## src/rtl/dcache_pkg.sv

```systemverilog
// Shared geometry, field helpers and FSM state type for the direct-mapped data cache.
package dcache_pkg;

    localparam int ADDR_W      = 8;
    localparam int DATA_W      = 8;
    localparam int INDEX_BITS  = 3;
    localparam int OFFSET_BITS = 2;

    localparam int TAG_W      = ADDR_W - INDEX_BITS - OFFSET_BITS;
    localparam int NUM_LINES  = 2 ** INDEX_BITS;
    localparam int BLOCK_W    = DATA_W * (2 ** OFFSET_BITS);
    localparam int MADDR_W    = TAG_W + INDEX_BITS;
    localparam int OFFSET_LSB = 0;
    localparam int INDEX_LSB  = OFFSET_BITS;
    localparam int TAG_LSB    = OFFSET_BITS + INDEX_BITS;

    typedef logic [ADDR_W-1:0]      addr_t;
    typedef logic [DATA_W-1:0]      byte_t;
    typedef logic [TAG_W-1:0]       tag_t;
    typedef logic [INDEX_BITS-1:0]  index_t;
    typedef logic [OFFSET_BITS-1:0] offset_t;
    typedef logic [BLOCK_W-1:0]     block_t;
    typedef logic [MADDR_W-1:0]     maddr_t;

    typedef enum logic [1:0] {
        IDLE      = 2'd0,
        WRITEBACK = 2'd1,
        FETCH     = 2'd2,
        FILL      = 2'd3
    } state_e;

    function automatic tag_t addr_tag(input addr_t a);
        return a[TAG_LSB +: TAG_W];
    endfunction

    function automatic index_t addr_index(input addr_t a);
        return a[INDEX_LSB +: INDEX_BITS];
    endfunction

    function automatic offset_t addr_offset(input addr_t a);
        return a[OFFSET_LSB +: OFFSET_BITS];
    endfunction

endpackage

```

## src/rtl/dcache_array.sv

```systemverilog
// Line storage: data/tag arrays (never cleared) plus valid/dirty bits cleared on reset.
module dcache_array
    import dcache_pkg::*;
(
    input  logic    clk_i,
    input  logic    rst_i,
    input  index_t  rd_index_i,
    output block_t  rd_block_o,
    output tag_t    rd_tag_o,
    output logic    rd_valid_o,
    output logic    rd_dirty_o,
    input  logic    wr_en_i,
    input  index_t  wr_index_i,
    input  offset_t wr_offset_i,
    input  byte_t   wr_data_i,
    input  logic    fill_en_i,
    input  index_t  fill_index_i,
    input  tag_t    fill_tag_i,
    input  block_t  fill_block_i
);

    block_t               data_q [NUM_LINES];
    tag_t                 tag_q  [NUM_LINES];
    logic [NUM_LINES-1:0] valid_q;
    logic [NUM_LINES-1:0] dirty_q;

    assign rd_block_o = data_q[rd_index_i];
    assign rd_tag_o   = tag_q[rd_index_i];
    assign rd_valid_o = valid_q[rd_index_i];
    assign rd_dirty_o = dirty_q[rd_index_i];

    always_ff @(posedge clk_i) begin
        if (fill_en_i) begin
            data_q[fill_index_i] <= fill_block_i;
            tag_q[fill_index_i]  <= fill_tag_i;
        end else if (wr_en_i) begin
            data_q[wr_index_i][int'(wr_offset_i)*DATA_W +: DATA_W] <= wr_data_i;
        end
    end

    always_ff @(posedge clk_i) begin
        if (rst_i) begin
            valid_q <= '0;
            dirty_q <= '0;
        end else if (fill_en_i) begin
            valid_q[fill_index_i] <= 1'b1;
            dirty_q[fill_index_i] <= 1'b0;
        end else if (wr_en_i) begin
            dirty_q[wr_index_i] <= 1'b1;
        end
    end

endmodule

```

## src/rtl/dcache_controller.sv

```systemverilog
// Direct-mapped write-back/write-allocate data cache controller: FSM, hit logic, memory port.
// Optional DCACHE_STATS_EN adds saturating HIT_COUNT / MISS_COUNT outputs.
module dcache_controller
    import dcache_pkg::*;
(
    input  logic               CLK,
    input  logic               RESET,
    input  logic               READ,
    input  logic               WRITE,
    input  logic [ADDR_W-1:0]  ADDRESS,
    input  logic [DATA_W-1:0]  WRITEDATA,
    output logic [DATA_W-1:0]  READDATA,
    output logic               BUSYWAIT,
    output logic               MEM_READ,
    output logic               MEM_WRITE,
    output logic [MADDR_W-1:0] MEM_ADDRESS,
    output logic [BLOCK_W-1:0] MEM_WRITEDATA,
    input  logic [BLOCK_W-1:0] MEM_READDATA,
    input  logic               MEM_BUSYWAIT
`ifdef DCACHE_STATS_EN
    ,
    output logic [15:0]        HIT_COUNT,
    output logic [15:0]        MISS_COUNT
`endif
);

    state_e state_q, state_d;
    logic   first_q, first_d;
    logic   mem_read_q, mem_read_d;
    logic   mem_write_q, mem_write_d;
    maddr_t mem_addr_q, mem_addr_d;
    block_t mem_wdata_q, mem_wdata_d;
    maddr_t miss_addr_q, miss_addr_d;
    block_t fill_blk_q, fill_blk_d;

    tag_t    cpu_tag;
    index_t  cpu_index;
    offset_t cpu_offset;
    block_t  rd_block;
    tag_t    rd_tag;
    logic    rd_valid, rd_dirty;
    logic    access, hit, idle_hit, miss, mem_done;

    assign cpu_tag    = addr_tag(ADDRESS);
    assign cpu_index  = addr_index(ADDRESS);
    assign cpu_offset = addr_offset(ADDRESS);

    assign access   = READ | WRITE;
    assign hit      = rd_valid & (rd_tag == cpu_tag);
    assign idle_hit = (state_q == IDLE) & hit;
    assign miss     = (state_q == IDLE) & access & ~hit;
    // The first cycle of a memory state is ignored so a late-rising MEM_BUSYWAIT is never taken as done.
    assign mem_done = ~first_q & ~MEM_BUSYWAIT;

    assign BUSYWAIT      = ~RESET & access & ~idle_hit;
    assign READDATA      = (~RESET & READ & ~WRITE & idle_hit)
                           ? rd_block[int'(cpu_offset)*DATA_W +: DATA_W] : '0;
    assign MEM_READ      = mem_read_q;
    assign MEM_WRITE     = mem_write_q;
    assign MEM_ADDRESS   = mem_addr_q;
    assign MEM_WRITEDATA = mem_wdata_q;

    dcache_array u_array (
        .clk_i        (CLK),
        .rst_i        (RESET),
        .rd_index_i   (cpu_index),
        .rd_block_o   (rd_block),
        .rd_tag_o     (rd_tag),
        .rd_valid_o   (rd_valid),
        .rd_dirty_o   (rd_dirty),
        .wr_en_i      (~RESET & WRITE & idle_hit),
        .wr_index_i   (cpu_index),
        .wr_offset_i  (cpu_offset),
        .wr_data_i    (WRITEDATA),
        .fill_en_i    (~RESET & (state_q == FILL)),
        .fill_index_i (miss_addr_q[INDEX_BITS-1:0]),
        .fill_tag_i   (miss_addr_q[MADDR_W-1 -: TAG_W]),
        .fill_block_i (fill_blk_q)
    );

    always_ff @(posedge CLK) begin
        if (RESET) begin
            state_q <= IDLE;
            first_q <= 1'b0;
        end else begin
            state_q <= state_d;
            first_q <= first_d;
        end
    end

    always_comb begin
        state_d = state_q;
        unique case (state_q)
            IDLE:      if (miss) state_d = rd_dirty ? WRITEBACK : FETCH;
            WRITEBACK: if (mem_done) state_d = FETCH;
            FETCH:     if (mem_done) state_d = FILL;
            FILL:      state_d = IDLE;
            default:   state_d = IDLE;
        endcase
        first_d = (state_d != state_q);
    end

    // Memory-side outputs are registered; victim and miss address are captured on leaving IDLE
    // so the transaction completes even if the CPU misbehaves mid-miss.
    always_comb begin
        mem_read_d  = mem_read_q;
        mem_write_d = mem_write_q;
        mem_addr_d  = mem_addr_q;
        mem_wdata_d = mem_wdata_q;
        miss_addr_d = miss_addr_q;
        fill_blk_d  = fill_blk_q;
        unique case (state_q)
            IDLE: begin
                if (miss) begin
                    miss_addr_d = {cpu_tag, cpu_index};
                    if (rd_dirty) begin
                        mem_write_d = 1'b1;
                        mem_addr_d  = {rd_tag, cpu_index};
                        mem_wdata_d = rd_block;
                    end else begin
                        mem_read_d = 1'b1;
                        mem_addr_d = {cpu_tag, cpu_index};
                    end
                end
            end
            WRITEBACK: begin
                if (mem_done) begin
                    mem_write_d = 1'b0;
                    mem_read_d  = 1'b1;
                    mem_addr_d  = miss_addr_q;
                end
            end
            FETCH: begin
                if (mem_done) begin
                    mem_read_d = 1'b0;
                    fill_blk_d = MEM_READDATA;
                end
            end
            default: ;
        endcase
    end

    always_ff @(posedge CLK) begin
        if (RESET) begin
            mem_read_q  <= 1'b0;
            mem_write_q <= 1'b0;
            mem_addr_q  <= '0;
            mem_wdata_q <= '0;
            miss_addr_q <= '0;
            fill_blk_q  <= '0;
        end else begin
            mem_read_q  <= mem_read_d;
            mem_write_q <= mem_write_d;
            mem_addr_q  <= mem_addr_d;
            mem_wdata_q <= mem_wdata_d;
            miss_addr_q <= miss_addr_d;
            fill_blk_q  <= fill_blk_d;
        end
    end

    rd_wr_exclusive_a: assert property (@(posedge CLK) disable iff (RESET) !(READ && WRITE));

`ifdef DCACHE_STATS_EN
    logic [15:0] hit_cnt_q, hit_cnt_d;
    logic [15:0] miss_cnt_q, miss_cnt_d;
    logic        refill_pending_q, refill_pending_d;

    // The hit that completes a miss is not a hit of its own; refill_pending masks it.
    always_comb begin
        hit_cnt_d        = hit_cnt_q;
        miss_cnt_d       = miss_cnt_q;
        refill_pending_d = refill_pending_q;
        if (miss && miss_cnt_q != 16'hFFFF) miss_cnt_d = miss_cnt_q + 16'd1;
        if (access && idle_hit && !refill_pending_q && hit_cnt_q != 16'hFFFF)
            hit_cnt_d = hit_cnt_q + 16'd1;
        if (state_q == FILL)      refill_pending_d = 1'b1;
        else if (state_q == IDLE) refill_pending_d = 1'b0;
    end

    always_ff @(posedge CLK) begin
        if (RESET) begin
            hit_cnt_q        <= '0;
            miss_cnt_q       <= '0;
            refill_pending_q <= 1'b0;
        end else begin
            hit_cnt_q        <= hit_cnt_d;
            miss_cnt_q       <= miss_cnt_d;
            refill_pending_q <= refill_pending_d;
        end
    end

    assign HIT_COUNT  = hit_cnt_q;
    assign MISS_COUNT = miss_cnt_q;
`endif

endmodule
```

## config.mk

```make
export PLATFORM = sky130hd
export DESIGN_NAME = dcache_controller
export DESIGN_NICKNAME = d
export VERILOG_FILES = /design/src/rtl/dcache_pkg.sv /design/src/rtl/dcache_array.sv /design/src/rtl/dcache_controller.sv
export SDC_FILE = /design/constraint.sdc
export NUM_CORES = 1
export LEC_CHECK = 0
export CAP_MARGIN = 10
export CORE_MARGIN = 2
export CORE_UTILIZATION = 25
export CTS_BUF_LIST = sky130_fd_sc_hd__clkbuf_8
export DETAILED_ROUTE_END_ITERATION = 16
export PLACE_DENSITY = 0.49
export REMOVE_ABC_BUFFERS = 1
export SLEW_MARGIN = 20
export SYNTH_ARGS = -nofsm -noshare
export SYNTH_HDL_FRONTEND = slang
export SYNTH_HIERARCHICAL = 1
export SYNTH_SLANG_ARGS = --single-unit
export TNS_END_PERCENT = 50
```

## constraint.sdc

```tcl
create_clock -name CLK -period 12.4 [get_ports CLK]
set_clock_uncertainty 0.1 [all_clocks]
set_input_delay 3.1 -clock CLK [delete_from_list [all_inputs] [get_ports CLK]]
set_output_delay 3.1 -clock CLK [all_outputs]
set_load 0.02 [all_outputs]
```

==> results by group <==
Synth
  – #FFs+latches synth: 377
  – Seq/Total Area, Yosys: 64.63%
  – Top cell type's share of synthesized area: 52.50%
  – Largest family of logic cells by synthesized area: multiplexers
  – Mapped Area: 0.01601 sq mm
  – Synth Area in Simple Gates: 7.063%
  – Distinct cells, synth: 52
  – Post-synth EDFFs: 280
  – Synth Area in Adders: 0.3125%
  – Predominant post-synthesis flop cell: edfxtp_1
  – Average size of a mapped cell: 14.75 sq um
  – XOR/XNOR Fraction of Synth Area: 0.1641%
  – Async S/R FF share, synth: 0%
  – Synth Area in Compound Gates: 7.086%
  – Cell taking the most area after synthesis: edfxtp_1
  – Top post-synthesis cells by area: edfxtp_1, dfxtp_1, mux4_2, mux2_2, a21oi_1
  – Mapped Cells: 1086
  – Mux cell area share after synthesis: 16.91%
  – Yosys warns: 6

Critical path
  – Crit Path Category: input pin to output pin
  – CP required: 9.20 ns
  – CP arrival: 7.17 ns
  – Crit-path max FO: 39
  – Worst Setup End Kind: output pin
  – Worst setup SP type: input pin
  – R2R Setup Slk: 7.89 ns

Routing
  – Antenna-violating nets left: 0
  – Vias per cell: 4.702
  – Routed length per instance: 22.41 um
  – DR DRC count: 0
  – Vias: 9845
  – 1st-iter DRT viols: 754
  – First-pass iteration count of the detailed router: 5
  – Total wire length: 46.92 mm

Clocking
  – Clk pin slew, worst setup/hold paths: 0.06 ns
  – Setup Fix Bufs, Post-CTS: 0
  – CTS resizes: 0
  – H-tree levels: 3
  – Clock tree from TritonCTS: done
  – CTS root buf: clkbuf_8
  – Cts hold-fix bufs: 0
  – Clock sinks: 377
  – Clk_lat worst skew: 0.59 ns
  – Clock Path Buffers: 3
  – CTS buffer count: 66

Die
  – Starting density of the core: 25.34%
  – CORE AREA: 0.06320 sq mm
  – Die Height: 257.1 um
  – # IOs: 102
  – Num rows: 92
  – Die area: 0.06610 sq mm
  – Die width: 257.1 um

Finish
  – Fraction of layout instances using a drive strength above 1: 21.71%
  – # nets final: 1255
  – Finished Core Util: 30.34%
  – Commonest cells after routing, fill and taps aside: edfxtp_1, nand2_1, dfxtp_1, clkdlybuf4s50_1, a21oi_1
  – Post-route cell area: 0.01917 sq mm
  – Area Overhead vs Synth: 19.74%
  – Commonest non-fill, non-tap cell in the layout: edfxtp_1
  – ANT cells: 0

STA
  – RSZ-0062 raised after global routing: no
  – Final Setup Violations: 0
  – Worst slew margin: 22.87%
  – Fin crit share: 83.65%
  – FMAX: 96.40 MHz
  – Final Hold Viols: 0
  – Final max-slew violation count: 0
  – Worst Tran Pin Value: 1.149 ns
  – Setup TNS: 0 ns
  – Minimum clock period: 10.37 ns
  – Min Hold Slack: 0.3454 ns

Global routing
  – Global route total overflow: 0
  – Largest net degree at the start of global routing: 63
  – Initial antenna violation count: 0
  – Vias in the first global route: 10160
  – Global-route wire length before repair: 68.84 mm
  – Total Routing Usage GR: 14.22%

Placement
  – Cell Area, Placed: 0.01798 sq mm
  – Port Buf Inserts: 101
  – Final RePlAce weighted congestion: 0.7735
  – Post-detail-place hpwl: 30.15 mm

Hold path
  – Hold Crit Class: register to register

Power and ir drop
  – Pwr dens: 134.8 mW/mm^2
  – Max VDD drop: 0.07053 mV
  – Leak pwr: 6.493 nW

Run
  – Max-cap violations: 0

Run status
  – Status: complete, no violations
==> cell type report <==
cell class              count  area (sq um)
clock inverters            47         192.7
repair buffers            131          1224
fillers                  6292         44020
clock buffers              71         977.2
flip-flops and latches    377         10350
multi-input cells         574          5192
inverters                  48         180.2
well taps                 846          1059
==> cell usage after synthesis (3+ instances only) <==
| cell type | instances |
|---|---|
| buf_1 | 6 |
| nand4b_1 | 3 |
| buf_6 | 7 |
| a211o_1 | 3 |
| inv_1 | 47 |
| nor2b_2 | 8 |
| ha_1 | 4 |
| mux2i_1 | 41 |
| a22oi_1 | 4 |
| nand2_1 | 111 |
| buf_2 | 23 |
| nor3b_1 | 6 |
| o21ai_0 | 16 |
| mux2_2 | 40 |
| a21o_1 | 4 |
| mux4_2 | 82 |
| nor3_1 | 4 |
| nand4_1 | 34 |
| a31o_1 | 4 |
| nand2b_1 | 7 |
| buf_4 | 4 |
| nor2b_1 | 7 |
| nor2_1 | 23 |
| a21oi_1 | 85 |
| clkbuf_1 | 46 |
| and3b_1 | 3 |
| nand3_1 | 9 |
| o31ai_1 | 44 |
| edfxtp_1 | 280 |
| xnor2_1 | 3 |
| a31o_2 | 4 |
| o41ai_1 | 4 |
| dfxtp_1 | 97 |
==> worst paths after layout <==
| check | from | end | cells past startpoint |
|---|---|---|---|
| setup / recovery | ADDRESS[3] | READDATA[4] | 8 |
| hold / removal | u_array/valid_q[5]$_SDFFE_PP0P_ | u_array/valid_q[5]$_SDFFE_PP0P_ | 2 |
| hold reg to reg | u_array/valid_q[5]$_SDFFE_PP0P_ | u_array/valid_q[5]$_SDFFE_PP0P_ | 2 |
| setup reg to reg | u_array/tag_q[7][0]$_DFFE_PP_ | u_array/data_q[2][8]$_DFFE_PP_ | 10 |
==> per-layer routing <==
metal  track usage, %  share of wire, %  up-vias
li1                 -                 -     4415
met1            19.40                45     5039
met2            22.66                47      328
met3            2.945               5.7       63
met4            4.393               2.3        0
met5                0                 0        -
==> registers in the layout, summed over array words and instances (netlist names) <==
name             count
miss_addr_q          6
u_array/tag_q       24
state_q              2
MEM_ADDRESS          6
MEM_READ             1
fill_blk_q          32
u_array/data_q     256
MEM_WRITEDATA       32
u_array/valid_q      8
MEM_WRITE            1
u_array/dirty_q      8
first_q              1
==> cells by family (layout without fill, tap and decap cells) <==
| group | count (synthesis) | in the layout |
|---|---|---|
| simple gates | 226 | 226 |
| fa+ha+maj | 4 | 4 |
| mux | 163 | 163 |
| buf+inv | 135 | 297 |
| xor+xnor | 3 | 3 |
| flops | 377 | 377 |
| compound gates | 178 | 178 |
==> metrics by stage <==
step / cells / setup WS (ns) / power, mW
floorplan: 999 / 4.001 / 1.489
global placement: 1976 / 1.999 / 1.594
detailed placement: 1976 / 1.997 / 1.596
CTS: 2094 / 1.991 / 2.627
global route: 2094 / 1.829 / 2.696
finish: 2094 / 2.027 / 2.585
==> worst max-delay path, stage by stage <==
cell and delay [ns]:
buf_4 0.59, mux4_2 0.61, mux2_2 0.30, xnor2_1 0.34
nand4_1 0.22, or4_1 0.87, nor2b_2 0.38, clkdlybuf4s50_1 0.67
==> power breakdown <==
group          internal, mW  switching [mW]
Clock                 0.526           0.492
Sequential             1.36          0.0104
Combinational        0.0719           0.120
Power figures use the tool's default switching activity.
